### src/rtl/decap_result_streamer.sv
`default_nettype none
// ============================================================================
//  Module   : decap_result_streamer
//  Purpose  : Unloads the eight 32-bit result words of the decapsulation core
//             by sweeping out_addr, and serializes them MSB-first into a byte
//             stream with a valid/ready handshake. The session key (out_k) is
//             always streamed; the r vector (out_r) follows as a second pass
//             only when DECAP_STREAM_R_EN is defined.
//  Config   : DECAP_STREAM_R_EN (undefined by default: key pass only)
//  Revision : 1.0 - initial release
// ============================================================================
module decap_result_streamer #(
   parameter int WORDS  = 8,
   parameter int AW     = 3,
   parameter int RD_LAT = 1
) (
   input  logic          Clk,
   input  logic          Reset_n,
   input  logic          dec_valid,
   output logic [AW-1:0] out_addr,
   input  logic [31:0]   out_k,
   input  logic [31:0]   out_r,
   input  logic          s_ready,
   output logic          s_valid,
   output logic [7:0]    s_data,
   output logic          s_last,
   output logic          busy,
   output logic          done
);

`ifdef DECAP_STREAM_R_EN
   localparam logic c_r_en = 1'b1;
`else
   localparam logic c_r_en = 1'b0;
`endif

   localparam logic [AW-1:0] c_last_w    = AW'(WORDS - 1);
   localparam logic [1:0]    c_wait_init = (RD_LAT > 0) ? 2'(RD_LAT - 1) : 2'd0;

   typedef enum logic [2:0] {
      ST_IDLE = 3'd0,
      ST_ADDR = 3'd1,
      ST_WAIT = 3'd2,
      ST_CAP  = 3'd3,
      ST_SEND = 3'd4,
      ST_FIN  = 3'd5
   } state_t;

   state_t        r_state;
   logic [AW-1:0] r_w;
   logic          r_p;
   logic          r_armed;
   logic [1:0]    r_wait;
   logic [1:0]    r_bcnt;
   logic [31:0]   r_sh;
   logic [AW-1:0] r_addr;
   logic          r_s_valid;
   logic [7:0]    r_s_data;
   logic          r_s_last;
   logic          r_busy;
   logic          r_done;

   logic          w_hs;
   logic          w_last_w;
   logic          w_final_pass;
   logic [31:0]   w_word;

   // Handshake, end-of-vector and source-word selection
   assign w_hs         = r_s_valid & s_ready;
   assign w_last_w     = (r_w == c_last_w);
   assign w_final_pass = ~c_r_en | r_p;
   assign w_word       = (c_r_en & r_p) ? out_r : out_k;

   // Sequencer: trigger arming, address sweep, capture and byte serialization
   always_ff @(posedge Clk or negedge Reset_n) begin
      if (!Reset_n) begin
         r_state   <= ST_IDLE;
         r_w       <= '0;
         r_p       <= 1'b0;
         r_armed   <= 1'b0;
         r_wait    <= 2'd0;
         r_bcnt    <= 2'd0;
         r_sh      <= 32'd0;
         r_addr    <= '0;
         r_s_valid <= 1'b0;
         r_s_data  <= 8'd0;
         r_s_last  <= 1'b0;
         r_busy    <= 1'b0;
         r_done    <= 1'b0;
      end else begin
         r_done <= 1'b0;
         // Any low sample of Valid arms the next stream; a level held over
         // a reset or a finished stream therefore never retriggers.
         if (!dec_valid) begin
            r_armed <= 1'b1;
         end
         case (r_state)
            ST_IDLE: begin
               if (dec_valid && r_armed) begin
                  r_armed <= 1'b0;
                  r_w     <= '0;
                  r_p     <= 1'b0;
                  r_addr  <= '0;
                  r_busy  <= 1'b1;
                  r_state <= ST_ADDR;
               end
            end
            ST_ADDR: begin
               if (RD_LAT == 0) begin
                  r_state <= ST_CAP;
               end else begin
                  r_wait  <= c_wait_init;
                  r_state <= ST_WAIT;
               end
            end
            ST_WAIT: begin
               if (r_wait == 2'd0) begin
                  r_state <= ST_CAP;
               end else begin
                  r_wait <= r_wait - 1'b1;
               end
            end
            ST_CAP: begin
               r_s_data  <= w_word[31:24];
               r_sh      <= {w_word[23:0], 8'h00};
               r_s_valid <= 1'b1;
               r_s_last  <= 1'b0;
               r_bcnt    <= 2'd0;
               r_state   <= ST_SEND;
            end
            ST_SEND: begin
               if (w_hs) begin
                  if (r_bcnt == 2'd3) begin
                     r_s_valid <= 1'b0;
                     r_s_last  <= 1'b0;
                     // Word boundaries drive the next address on the final
                     // handshake edge itself, so the read latency countdown
                     // starts immediately and the gap is RD_LAT+1 cycles.
                     if (!w_last_w) begin
                        r_w    <= r_w + 1'b1;
                        r_addr <= r_w + 1'b1;
                        if (RD_LAT == 0) begin
                           r_state <= ST_CAP;
                        end else begin
                           r_wait  <= c_wait_init;
                           r_state <= ST_WAIT;
                        end
                     end else if (c_r_en && !r_p) begin
                        r_p    <= 1'b1;
                        r_w    <= '0;
                        r_addr <= '0;
                        if (RD_LAT == 0) begin
                           r_state <= ST_CAP;
                        end else begin
                           r_wait  <= c_wait_init;
                           r_state <= ST_WAIT;
                        end
                     end else begin
                        r_done  <= 1'b1;
                        r_state <= ST_FIN;
                     end
                  end else begin
                     r_s_data <= r_sh[31:24];
                     r_sh     <= {r_sh[23:0], 8'h00};
                     r_bcnt   <= r_bcnt + 1'b1;
                     r_s_last <= (r_bcnt == 2'd2) & w_last_w & w_final_pass;
                  end
               end
            end
            ST_FIN: begin
               r_busy  <= 1'b0;
               r_state <= ST_IDLE;
            end
            default: begin
               r_busy  <= 1'b0;
               r_state <= ST_IDLE;
            end
         endcase
      end
   end

   assign out_addr = r_addr;
   assign s_valid  = r_s_valid;
   assign s_data   = r_s_data;
   assign s_last   = r_s_last;
   assign busy     = r_busy;
   assign done     = r_done;

endmodule
`default_nettype wire

### config.mk
export PLATFORM = sky130hd
export DESIGN_NAME = decap_result_streamer
export DESIGN_NICKNAME = d
export VERILOG_FILES = /design/src/rtl/decap_result_streamer.sv
export SDC_FILE = /design/constraint.sdc
export NUM_CORES = 1
export LEC_CHECK = 0
export CAP_MARGIN = 30
export CELL_PAD_IN_SITES_DETAIL_PLACEMENT = 1
export CELL_PAD_IN_SITES_GLOBAL_PLACEMENT = 1
export CORE_MARGIN = 1
export CORE_UTILIZATION = 30
export CTS_CLUSTER_DIAMETER = 30
export DETAILED_ROUTE_END_ITERATION = 7
export PLACE_DENSITY = 0.81
export SLEW_MARGIN = 20
export SYNTH_ARGS = -nofsm -noshare
export SYNTH_HDL_FRONTEND = slang
export SYNTH_SLANG_ARGS = --single-unit
### constraint.sdc
create_clock -name Clk -period 2.49 [get_ports Clk]
set_clock_uncertainty 0.15 [all_clocks]
set_input_delay 0.249 -clock Clk [delete_from_list [all_inputs] [get_ports Clk]]
set_output_delay 0.249 -clock Clk [all_outputs]
set_load 0.02 [all_outputs]
Word level (Yosys, flattened, before mapping)
Cells that the tools add are included.

word-level totals
  logic and storage cells = 85
  input port bits = 68
  output and inout port bits = 15
  register bits after elaboration = 55

cells by class
  muxes and demuxes = 40
  bitwise gates (word level) = 3
  equality and inequality tests = 14
  reductions and logical operators = 14
  add/subtract/negate cells = 3

operators by type and width
  cell                                                                   count
  32-bit 2-to-1 mux                                                      2
  32-bit case mux with 2 select lines                                    1
  3-bit 2-to-1 mux                                                       9
  8-bit 2-to-1 mux                                                       2
  8-bit case mux with 2 select lines                                     1
  3-bit case mux with 5 select lines                                     1
  2-bit inequality test, second input constant                           7
  1-bit 2-to-1 mux                                                       12
  2-bit 2-to-1 mux                                                       6
  5-bit AND reduction                                                    2
  3-bit by 2-bit equality test with 1-bit output, second input constant  2
  3-bit equality test, second input constant                             2
  1-bit case mux with 2 select lines                                     3
  2-bit case mux with 3 select lines                                     1
  3-bit case mux with 2 select lines                                     1
  3-bit AND reduction                                                    2
  2-bit equality test, second input constant                             2
  2-bit case mux with 2 select lines                                     1
  2-bit AND reduction                                                    2
  4-bit AND reduction                                                    1
  2-bit nonzero test                                                     2
  4-bit OR reduction                                                     1
  3-bit by 1-bit adder with 3-bit output, second input constant          1
  3-bit by 1-bit equality test with 1-bit output, second input constant  1
  other kinds (8)                                                        9

Longest topological paths before layout
Gate-level depths: netlist (run 1).

  depth in word-level cells = 5
  depth in mapped cells = 6
  mapped depth without buffers = 6

Least setup slack after synthesis (run 1)
Ideal clock, no wire load.

  kind = register to register
  start point = reg r_state[0]
  end point = reg r_addr[0] (netlist: out_addr[0])
  required time = 2212 ps
  library setup time = 128 ps
  buffers on the path = 1
  data arrival time = 1653 ps
  cell stages (with the launch flop) = 6
  slack = 559 ps
  period minus slack after synthesis = 1931 ps
  cell sequence = dfrtp_1 -> or3b_1 -> buf_2 -> or2_4 -> o22ai_4 -> mux2_1

on the way
  longest elaborated chain between the ends = 3
  elaborated cells on any way between the ends = 9
  classes of those cells = eq/ne: 5; mux: 1; reduce/logical: 3

ends and longest elaborated chain
  element                                                                              RTL line  RTL
  from (decl)                                                                          49        state_t r_state;
  from (signal assigned)                                                               77        r_state <= ST_IDLE;
  from (signal assigned)                                                               105       r_state <= ST_ADDR;
  from (signal assigned)                                                               110       r_state <= ST_CAP;
  3-bit equality test / 3-bit logical NOT (equally long branches)                      -
  2-bit inequality test (no source line) / 2-bit nonzero test (equally long branches)  -
  5-bit AND reduction (no source line)                                                 -
  to (signal assigned)                                                                 141       r_addr <= r_w + 1'b1;
  to (decl)                                                                            56        logic [AW-1:0] r_addr;

Parallel ways exist; a longest one is shown, timed or not.
A chain may end at the register's enable or synchronous reset.

Worst setup path after layout (run 1)
  start point = reg r_state[0]
  end point = reg r_sh[23]

on the way
  longest elaborated chain between the ends = 3
  elaborated cells on any way between the ends = 7
  classes of those cells = eq/ne: 4; mux: 1; reduce/logical: 2

ends and longest elaborated chain
  element                                                                                       RTL line  RTL
  3-bit equality test / 3-bit by 2-bit equality test with 1-bit output (equally long branches)  97        case (r_state)
  2-bit inequality test (no source line) / 2-bit nonzero test (equally long branches)           -
  3-bit AND reduction (no source line)                                                          -
  to (signal assigned)                                                                          125       r_sh <= {w_word[23:0], 8'h00};
  to (signal assigned)                                                                          164       r_sh <= {r_sh[23:0], 8'h00};
  to (decl)                                                                                     55        logic [31:0] r_sh;

Parallel ways exist; a longest one is shown, timed or not.

==> out/metrics.csv, run 1 <==
stage;metric;value;unit
run_status;result of the run;finished, violations left;
run_status;failing checks;DRC;
yosys;primary flip-flop cell chosen by synthesis mapping;sky130_fd_sc_hd__dfrtp_1;
die;Initial Util;0.309;
timing;share of the clock period used by the worst path;0.794;
global_routing;number of global-route vias before repair;1916;
timing;transition time of the tightest slew-check pin;602;ps
timing;max frequency;506;MHz
yosys;Yosys warning total;0;
die;die area;7830;µm²
finish;fraction of final layout cells with drive strength greater than 1;0.0785;
finish;number of nets in the layout;366;
timing;Slew headroom;0.599;
die;die span in y;88.5;µm
drt;routed vias/inst;4.82;
timing;Final setup violation count;0;
setup_path;required time of the critical path;2560;ps
die;# rows;31;
clock_network;clock tree from TritonCTS;yes;
die;Core ar.;7250;µm²
clock_network;clock latency at the later pin of the worst-skew pair;310;ps
pwr;post-layout power;3.18;mW
global_routing;pin count of the biggest net entering global routing;49;
setup_path;Critical Path Start Type;flip-flop;
yosys;share of synthesized registers carrying an async set or reset;1.00;
yosys;sequential area share after synthesis;0.524;
setup_path;Cell Chain, Critical Path;or3b_1 -> buf_4 -> o31ai_4 -> buf_12 -> nor2_1 -> a31oi_1;
pwr;worst voltage drop across the vdd grid;362;µV
clock_network;Num CTS Buffers;5;
yosys;post-synthesis cell type count;37;
clock_network;clk slew on worst S/H paths;90;ps
pwr;power spent charging and discharging nets;1.24;mW
die;Die X-Extent;88.5;µm
pwr;sequential cell fraction of total power;0.405;
yosys;number of synthesized flops with an enable pin;0;
drt;detailed-route via count;1888;
yosys;per-instance average area after synthesis;9.31;µm²
drt;drt drc;2;
placed_design;global placer's final weighted congestion;0.763;
yosys;cell area after synthesis;2240;µm²
pwr;switching share of power;0.390;
placed_design;# port buffers;50;
setup_path;top fanout value on the critical path;48;
pwr;standby leakage power;1.25;nW
finish;post-synthesis to final-layout area growth;32.8;%
clock_network;number of resized instances in the post-cts repair step;0;
yosys;FF+latch count, synth;47;
die;io pins;83;
finish;Antenna Cells;0;
clock_network;clock root buffer;sky130_fd_sc_hd__clkbuf_8;
global_routing;antenna violations before repair;0;
drt;count of TritonRoute iterations in the first routing pass;6;
timing;setup TNS after final layout;0;ps
hold_path;Min-Delay Path Class;input port to flip-flop;
yosys;nets in the synthesized netlist;315;
setup_path;library cell contributing the largest single delay on the critical path;sky130_fd_sc_hd__or3b_1;
finish;number of fill cells;865;
timing;RSZ-0062 raised after global routing;no;
setup_path;maximum single-stage delay on the critical path;410;ps
pwr;share of total power in the clock network;0.147;
timing;endpoints failing hold;0;
pwr;internal power of the cells;1.94;mW
timing;shortest clock period the worst path allows after layout;1980;ps
drt;starting DRC count in detailed routing;61;
finish;commonest cells after routing, fill and taps aside;55 x sky130_fd_sc_hd__nand2_1, 49 x sky130_fd_sc_hd__clkdlybuf4s50_1, 47 x sky130_fd_sc_hd__dfrtp_1, 31 x sky130_fd_sc_hd__nor2_1, 24 x sky130_fd_sc_hd__a31oi_1;
setup_path;Critical Setup Path Class;flip-flop to flip-flop;
timing;final-report max-slew violation count;0;
pwr;share of power burned in combinational logic;0.448;
setup_path;type of destination of the critical path;flip-flop;
run;max-cap violations;0;
clock_network;maximum buffer depth of the clock tree;2;
global_routing;grt total ovfl;0;
pwr;total power divided by cell area;1070;nW/µm²
placed_design;sum of net half-perimeters after detailed placement;3830;µm
drt;Detail Route Antenna Nets;0;
drt;average wire per standard cell;14.1;µm
drt;Routed Wire Length;5510;µm
yosys;Post-Synthesis Cells;241;
clock_network;H-tree depth;2;
clock_network;Num Clock Sinks;47;
global_routing;total global-route track usage;0.152;
setup_path;WP data arrival;2050;ps
finish;commonest non-fill, non-tap cell in the layout;sky130_fd_sc_hd__nand2_1;
global_routing;first-pass GRT wire length;9220;µm
-- through the flow --
| step | utilization | worst slack (ps) | area, µm² | hold slack [ps] | std cells |
|---|---|---|---|---|---|
| finish | 0.411 | 514 | 2980 | 348 | 392 |
| detailed placement | 0.398 | 471 | 2880 | 232 | 383 |
| floorplan | - | 559 | 2240 | -197 | 241 |
| global route | 0.411 | 363 | 2980 | 366 | 392 |
| global placement | 0.398 | 498 | 2880 | 236 | 383 |
| CTS | 0.411 | 518 | 2980 | 336 | 392 |
-- layer usage --
| metal | routed length, µm | vias up | share of wire | GRT usage |
|---|---|---|---|---|
| li1 | - | 938 | - | - |
| met1 | 2620 | 907 | 0.48 | 0.207 |
| met2 | 2670 | 38 | 0.48 | 0.244 |
| met3 | 162 | 5 | 0.029 | 0.0224 |
| met4 | 52 | 0 | 0.0094 | 0.0572 |
| met5 | 0 | - | 0 | 0 |
-- sequential cells by signal, summed over array words and instances, names as in the netlist --
register / count
s_data: 8
out_addr: 3
s_valid: 1
r_state: 3
r_sh: 24
done: 1
r_armed: 1
s_last: 1
r_wait: 2
busy: 1
r_bcnt: 2
-- worst max-delay path, delay by kind of cell, from the launching register on --
kind / cells / cell delay (ps)
AO/OA/AOI/OAI: 2 / 430
flip-flops: 1 / 390
AND/OR/NAND/NOR: 2 / 470
buffers and inverters: 2 / 440
-- synth_stat cells, types with 4 or more instances --
cell,count,area (µm²)
sky130_fd_sc_hd__a211oi_1,4,30.0
sky130_fd_sc_hd__a21oi_1,4,20.0
sky130_fd_sc_hd__a22o_1,8,70.1
sky130_fd_sc_hd__a31oi_1,24,150
sky130_fd_sc_hd__clkbuf_1,9,33.8
sky130_fd_sc_hd__dfrtp_1,47,1180
sky130_fd_sc_hd__ha_1,6,75.1
sky130_fd_sc_hd__inv_1,7,26.3
sky130_fd_sc_hd__nand2_1,55,206
sky130_fd_sc_hd__nor2_1,31,116
sky130_fd_sc_hd__o21ai_0,8,40.0
-- layout make-up --
cell class                      count  area, µm²  area share
Clock inverter                      3       18.8     0.00629
Tap cell                           99        124      0.0415
Clock buffer                        5       68.8      0.0231
Multi-Input combinational cell    171        982       0.329
Timing Repair Buffer               60        586       0.196
Inverter                            7       26.3     0.00881
Sequential cell                    47       1180       0.394
-- power groups by stage --
stage | logic, mW | registers (mW) | clock network, mW
after floorplan | 0.853 | 1.36 | 0
after global placement | 1.38 | 1.28 | 0
after detailed placement | 1.44 | 1.30 | 0
after CTS | 1.45 | 1.29 | 0.486
after global routing | 1.60 | 1.34 | 0.507
final | 1.43 | 1.29 | 0.469
-- worst paths after layout --
kind,slack [ps],endpoint,cells after the start,from
hold / removal,350,r_sh[28]$_DFFE_PN0P_,3,out_k[20]
max in group asynchronous,1360,s_last$_DFFE_PN0P_,3,Reset_n
min in group asynchronous,420,s_data[6]$_DFFE_PN0P_,3,Reset_n
hold reg to reg,350,r_sh[15]$_DFFE_PN0P_,1,r_sh[15]$_DFFE_PN0P_
setup / recovery,510,r_sh[23]$_DFFE_PN0P_,6,r_state[0]$_DFFE_PN0P_
setup reg to reg,510,r_sh[23]$_DFFE_PN0P_,6,r_state[0]$_DFFE_PN0P_
-- timing repair --
| action | in CTS | in global routing |
|---|---|---|
| setup buffers | 0 | 0 |
| hold buffers | 1 | 0 |
| endpoints found under the hold margin | 47 | 0 |
-- cell families (layout without fill, tap and decap cells) --
logic type | Yosys count | count (layout) | synth area share
fa+ha+maj | 6 | 6 | 0.0334
flops | 47 | 47 | 0.524
buf+inv | 23 | 75 | 0.0451
simple gates | 105 | 105 | 0.205
compound gates | 57 | 57 | 0.179
mux | 3 | 3 | 0.0139
Power figures use the tool's default switching activity.
==> inputs of run 2 (changes only) <==
CORE_UTILIZATION = 29   (was 30)
clock period = 1.59 ns   (was 2.49 ns; I/O delays follow)
==> run 2 against run 1 <==
Effect of this change:
- clock-buffer cell count grew 1
- register-to-register slack lost 930 ps
- the flow finishes with violations (setup timing)
- combinational power grew 120%
- clock power grew 69%
- setup slack lost 930 ps
- via count grew 13%
- critical path depth is the same
==> out/metrics.csv, run 2 (synthesis results as in run 1) <==
stage;metric;value;unit;change
die;io pins;83;;unchanged
die;Initial Util;0.305;;was 0.309
finish;fraction of final layout cells with drive strength greater than 1;0.238;;was 0.0785
clock_network;clock root buffer;sky130_fd_sc_hd__clkbuf_8;;unchanged
drt;drt drc;0;;was 2
pwr;total power divided by cell area;1740;nW/µm²;was 1070 nW/µm²
pwr;standby leakage power;1.48;nW;was 1.25 nW
die;# rows;31;;unchanged
clock_network;H-tree depth;2;;unchanged
global_routing;total global-route track usage;0.172;;was 0.152
setup_path;WP data arrival;2080;ps;was 2050 ps
clock_network;clk slew on worst S/H paths;100;ps;was 90 ps
placed_design;sum of net half-perimeters after detailed placement;4460;µm;was 3830 µm
drt;count of TritonRoute iterations in the first routing pass;4;;was 6
timing;RSZ-0062 raised after global routing;yes;;was no
clock_network;clock latency at the later pin of the worst-skew pair;310;ps;about the same
placed_design;Placed Cells;401;;was 383
die;Core ar.;7370;µm²;was 7250 µm²
drt;Detail Route Antenna Nets;0;;unchanged
global_routing;first-pass GRT wire length;11100;µm;was 9220 µm
timing;max frequency;498;MHz;was 506 MHz
finish;Antenna Cells;0;;unchanged
drt;average wire per standard cell;17.8;µm;was 14.1 µm
timing;endpoints failing hold;0;;unchanged
run;max-cap violations;0;;unchanged
setup_path;Cell Chain, Critical Path;or3b_4 -> o31ai_4 -> buf_6 -> clkbuf_16 -> nor2_1 -> a31oi_1;;was or3b_1 -> buf_4 -> o31ai_4 -> buf_12 -> nor2_1 -> a31oi_1
pwr;worst voltage drop across the vdd grid;581;µV;was 362 µV
setup_path;type of destination of the critical path;flip-flop;;unchanged
clock_network;Num CTS Buffers;5;;unchanged
placed_design;pre-CTS worst setup slack;-312;ps;was 471 ps
clock_network;clock tree from TritonCTS;yes;;unchanged
setup_path;top fanout value on the critical path;12;;was 48
timing;share of the clock period used by the worst path;1.26;;was 0.794
setup_path;library cell contributing the largest single delay on the critical path;sky130_fd_sc_hd__or3b_4;;was sky130_fd_sc_hd__or3b_1
placed_design;global placer's final weighted congestion;0.816;;was 0.763
setup_path;maximum single-stage delay on the critical path;450;ps;was 410 ps
clock_network;maximum buffer depth of the clock tree;2;;unchanged
finish;post-synthesis to final-layout area growth;54.2;%;was 32.8%
global_routing;antenna violations before repair;0;;unchanged
clock_network;Num Clock Sinks;47;;unchanged
setup_path;required time of the critical path;1660;ps;was 2560 ps
finish;register with the most flip-flops;r_sh;;unchanged
global_routing;number of global-route vias before repair;2185;;was 1916
setup_path;Critical Path Start Type;flip-flop;;unchanged
die;Die X-Extent;90.0;µm;was 88.5 µm
drt;detailed-route via count;2126;;was 1888
timing;Slew headroom;0.664;;was 0.599
run_status;result of the run;finished, violations left;;unchanged
global_routing;pin count of the biggest net entering global routing;30;;was 49
timing;shortest clock period the worst path allows after layout;2010;ps;was 1980 ps
timing;setup TNS after final layout;-11770;ps;was 0 ps
drt;starting DRC count in detailed routing;86;;was 61
timing;final-report max-slew violation count;0;;unchanged
finish;commonest non-fill, non-tap cell in the layout;sky130_fd_sc_hd__nand2_1;;unchanged
global_routing;grt total ovfl;0;;unchanged
placed_design;# port buffers;50;;unchanged
finish;number of fill cells;839;;was 865
drt;Routed Wire Length;7440;µm;was 5510 µm
timing;Final setup violation count;42;;was 0
global_routing;global route hottest layer;met2;;unchanged
global_routing;M1 GR Usage;0.216;;was 0.207
finish;count of placed standard cells in the final layout, fillers left out;418;;was 392
global_routing;met2 Resource Use GR;0.301;;was 0.244
die;die span in y;90.0;µm;was 88.5 µm
global_routing;met3 track demand over resource;0.0262;;was 0.0224
timing;transition time of the tightest slew-check pin;505;ps;was 602 ps
finish;max FFs per register;24;;unchanged
drt;routed vias/inst;5.09;;was 4.82
setup_path;Critical Setup Path Class;flip-flop to flip-flop;;unchanged
timing;post-layout worst setup margin;-418;ps;was 514 ps
die;die area;8100;µm²;was 7830 µm²
finish;commonest cells after routing, fill and taps aside;55 x sky130_fd_sc_hd__nand2_1, 47 x sky130_fd_sc_hd__dfrtp_1, 36 x sky130_fd_sc_hd__clkdlybuf4s50_1, 23 x sky130_fd_sc_hd__a31oi_1, 22 x sky130_fd_sc_hd__buf_4;;was 55 x sky130_fd_sc_hd__nand2_1, 49 x sky130_fd_sc_hd__clkdlybuf4s50_1, 47 x sky130_fd_sc_hd__dfrtp_1, 31 x sky130_fd_sc_hd__nor2_1, 24 x sky130_fd_sc_hd__a31oi_1
finish;number of nets in the layout;392;;was 366
hold_path;Min-Delay Path Class;input port to asynchronous set/reset pin;;was input port to flip-flop
run_status;failing checks;setup timing;;was DRC
finish;share of the core filled with cells;0.470;;was 0.411
## run 2: cell types whose count changed in the layout (fill, tap and decap cells not counted), moves of 3 or more
cell                              previous run  this run
sky130_fd_sc_hd__nor2_2                      0         7
sky130_fd_sc_hd__clkdlybuf4s50_1            49        36
sky130_fd_sc_hd__nor2_4                      0         4
sky130_fd_sc_hd__dlygate4sd2_1               0         6
sky130_fd_sc_hd__nor2_1                     31        20
sky130_fd_sc_hd__a211oi_1                    4         1
sky130_fd_sc_hd__buf_6                       0         7
sky130_fd_sc_hd__dlymetal6s2s_1              0         7
sky130_fd_sc_hd__buf_4                       8        22
sky130_fd_sc_hd__buf_12                      1         4
sky130_fd_sc_hd__ha_1                        6         3
sky130_fd_sc_hd__a211oi_2                    0         3
## run 2: metal layers
metal	vias up	share of wire	wire length, µm
li1	996	-	-
met1	1053	0.41	3080
met2	61	0.52	3860
met3	16	0.041	302
met4	0	0.027	203
met5	-	0	0
## run 2: layout make-up
type                       count  area, µm²  area share
clock buffer                   6       82.6      0.0239
clock inverter                 2       16.3     0.00470
inverter                       7       26.3     0.00759
multi-input combinational    171       1150       0.331
sequential                    47       1180       0.340
tap                           99        124      0.0358
timing repair buffer          86        890       0.257
## run 2: timing repair
item                                   4_1_cts  5_1_grt
pin swaps                                    5        7
endpoints found under the hold margin       18        0
cloned                                       1        2
hold buffers                                 1        0
buffers inserted                             3        3
setup endpoints to repair                   48       51
resized for setup                           22       44
## run 2: final timing paths
path                                   startpoint                     end  slack (ps)  cells after the start
max                        r_state[1]$_DFFE_PN0P_    r_sh[17]$_DFFE_PN0P_        -420                      6
min                                       Reset_n  r_state[2]$_DFFE_PN0P_         190                      2
max reg2reg                r_state[1]$_DFFE_PN0P_    r_sh[17]$_DFFE_PN0P_        -420                      6
min reg2reg                  r_sh[12]$_DFFE_PN0P_    r_sh[12]$_DFFE_PN0P_         360                      1
max in group asynchronous                 Reset_n    r_sh[19]$_DFFE_PN0P_         570                      3
min in group Clk                        out_k[26]   s_data[2]$_DFFE_PN0P_         280                      3
## run 2: through the flow
step	hold WS (ps)	power, mW	instance area [µm²]
final	193	6.04	3460
after global routing	241	6.42	3460
after CTS	200	5.51	3240
after detailed placement	-2.80	4.54	3030
after global placement	-11.2	4.36	3030
after floorplan	-287	3.49	2260
## run 2: critical path: cells and delay by family, from the launching register on
| kind | cells | cell delay (ps) |
|---|---|---|
| and+or+nand+nor | 2 | 490 |
| AOI/OAI and AO/OA | 2 | 500 |
| buffers and inverters | 2 | 360 |
| DFF | 1 | 420 |
## run 2: report_power, final
| group | internal [mW] | total [mW] | switching [mW] |
|---|---|---|---|
| combinational | 1.57 | 3.17 | 1.60 |
| clock | 0.356 | 0.792 | 0.436 |
| sequential | 1.71 | 2.07 | 0.364 |
| total | 3.63 | 6.04 | 2.40 |
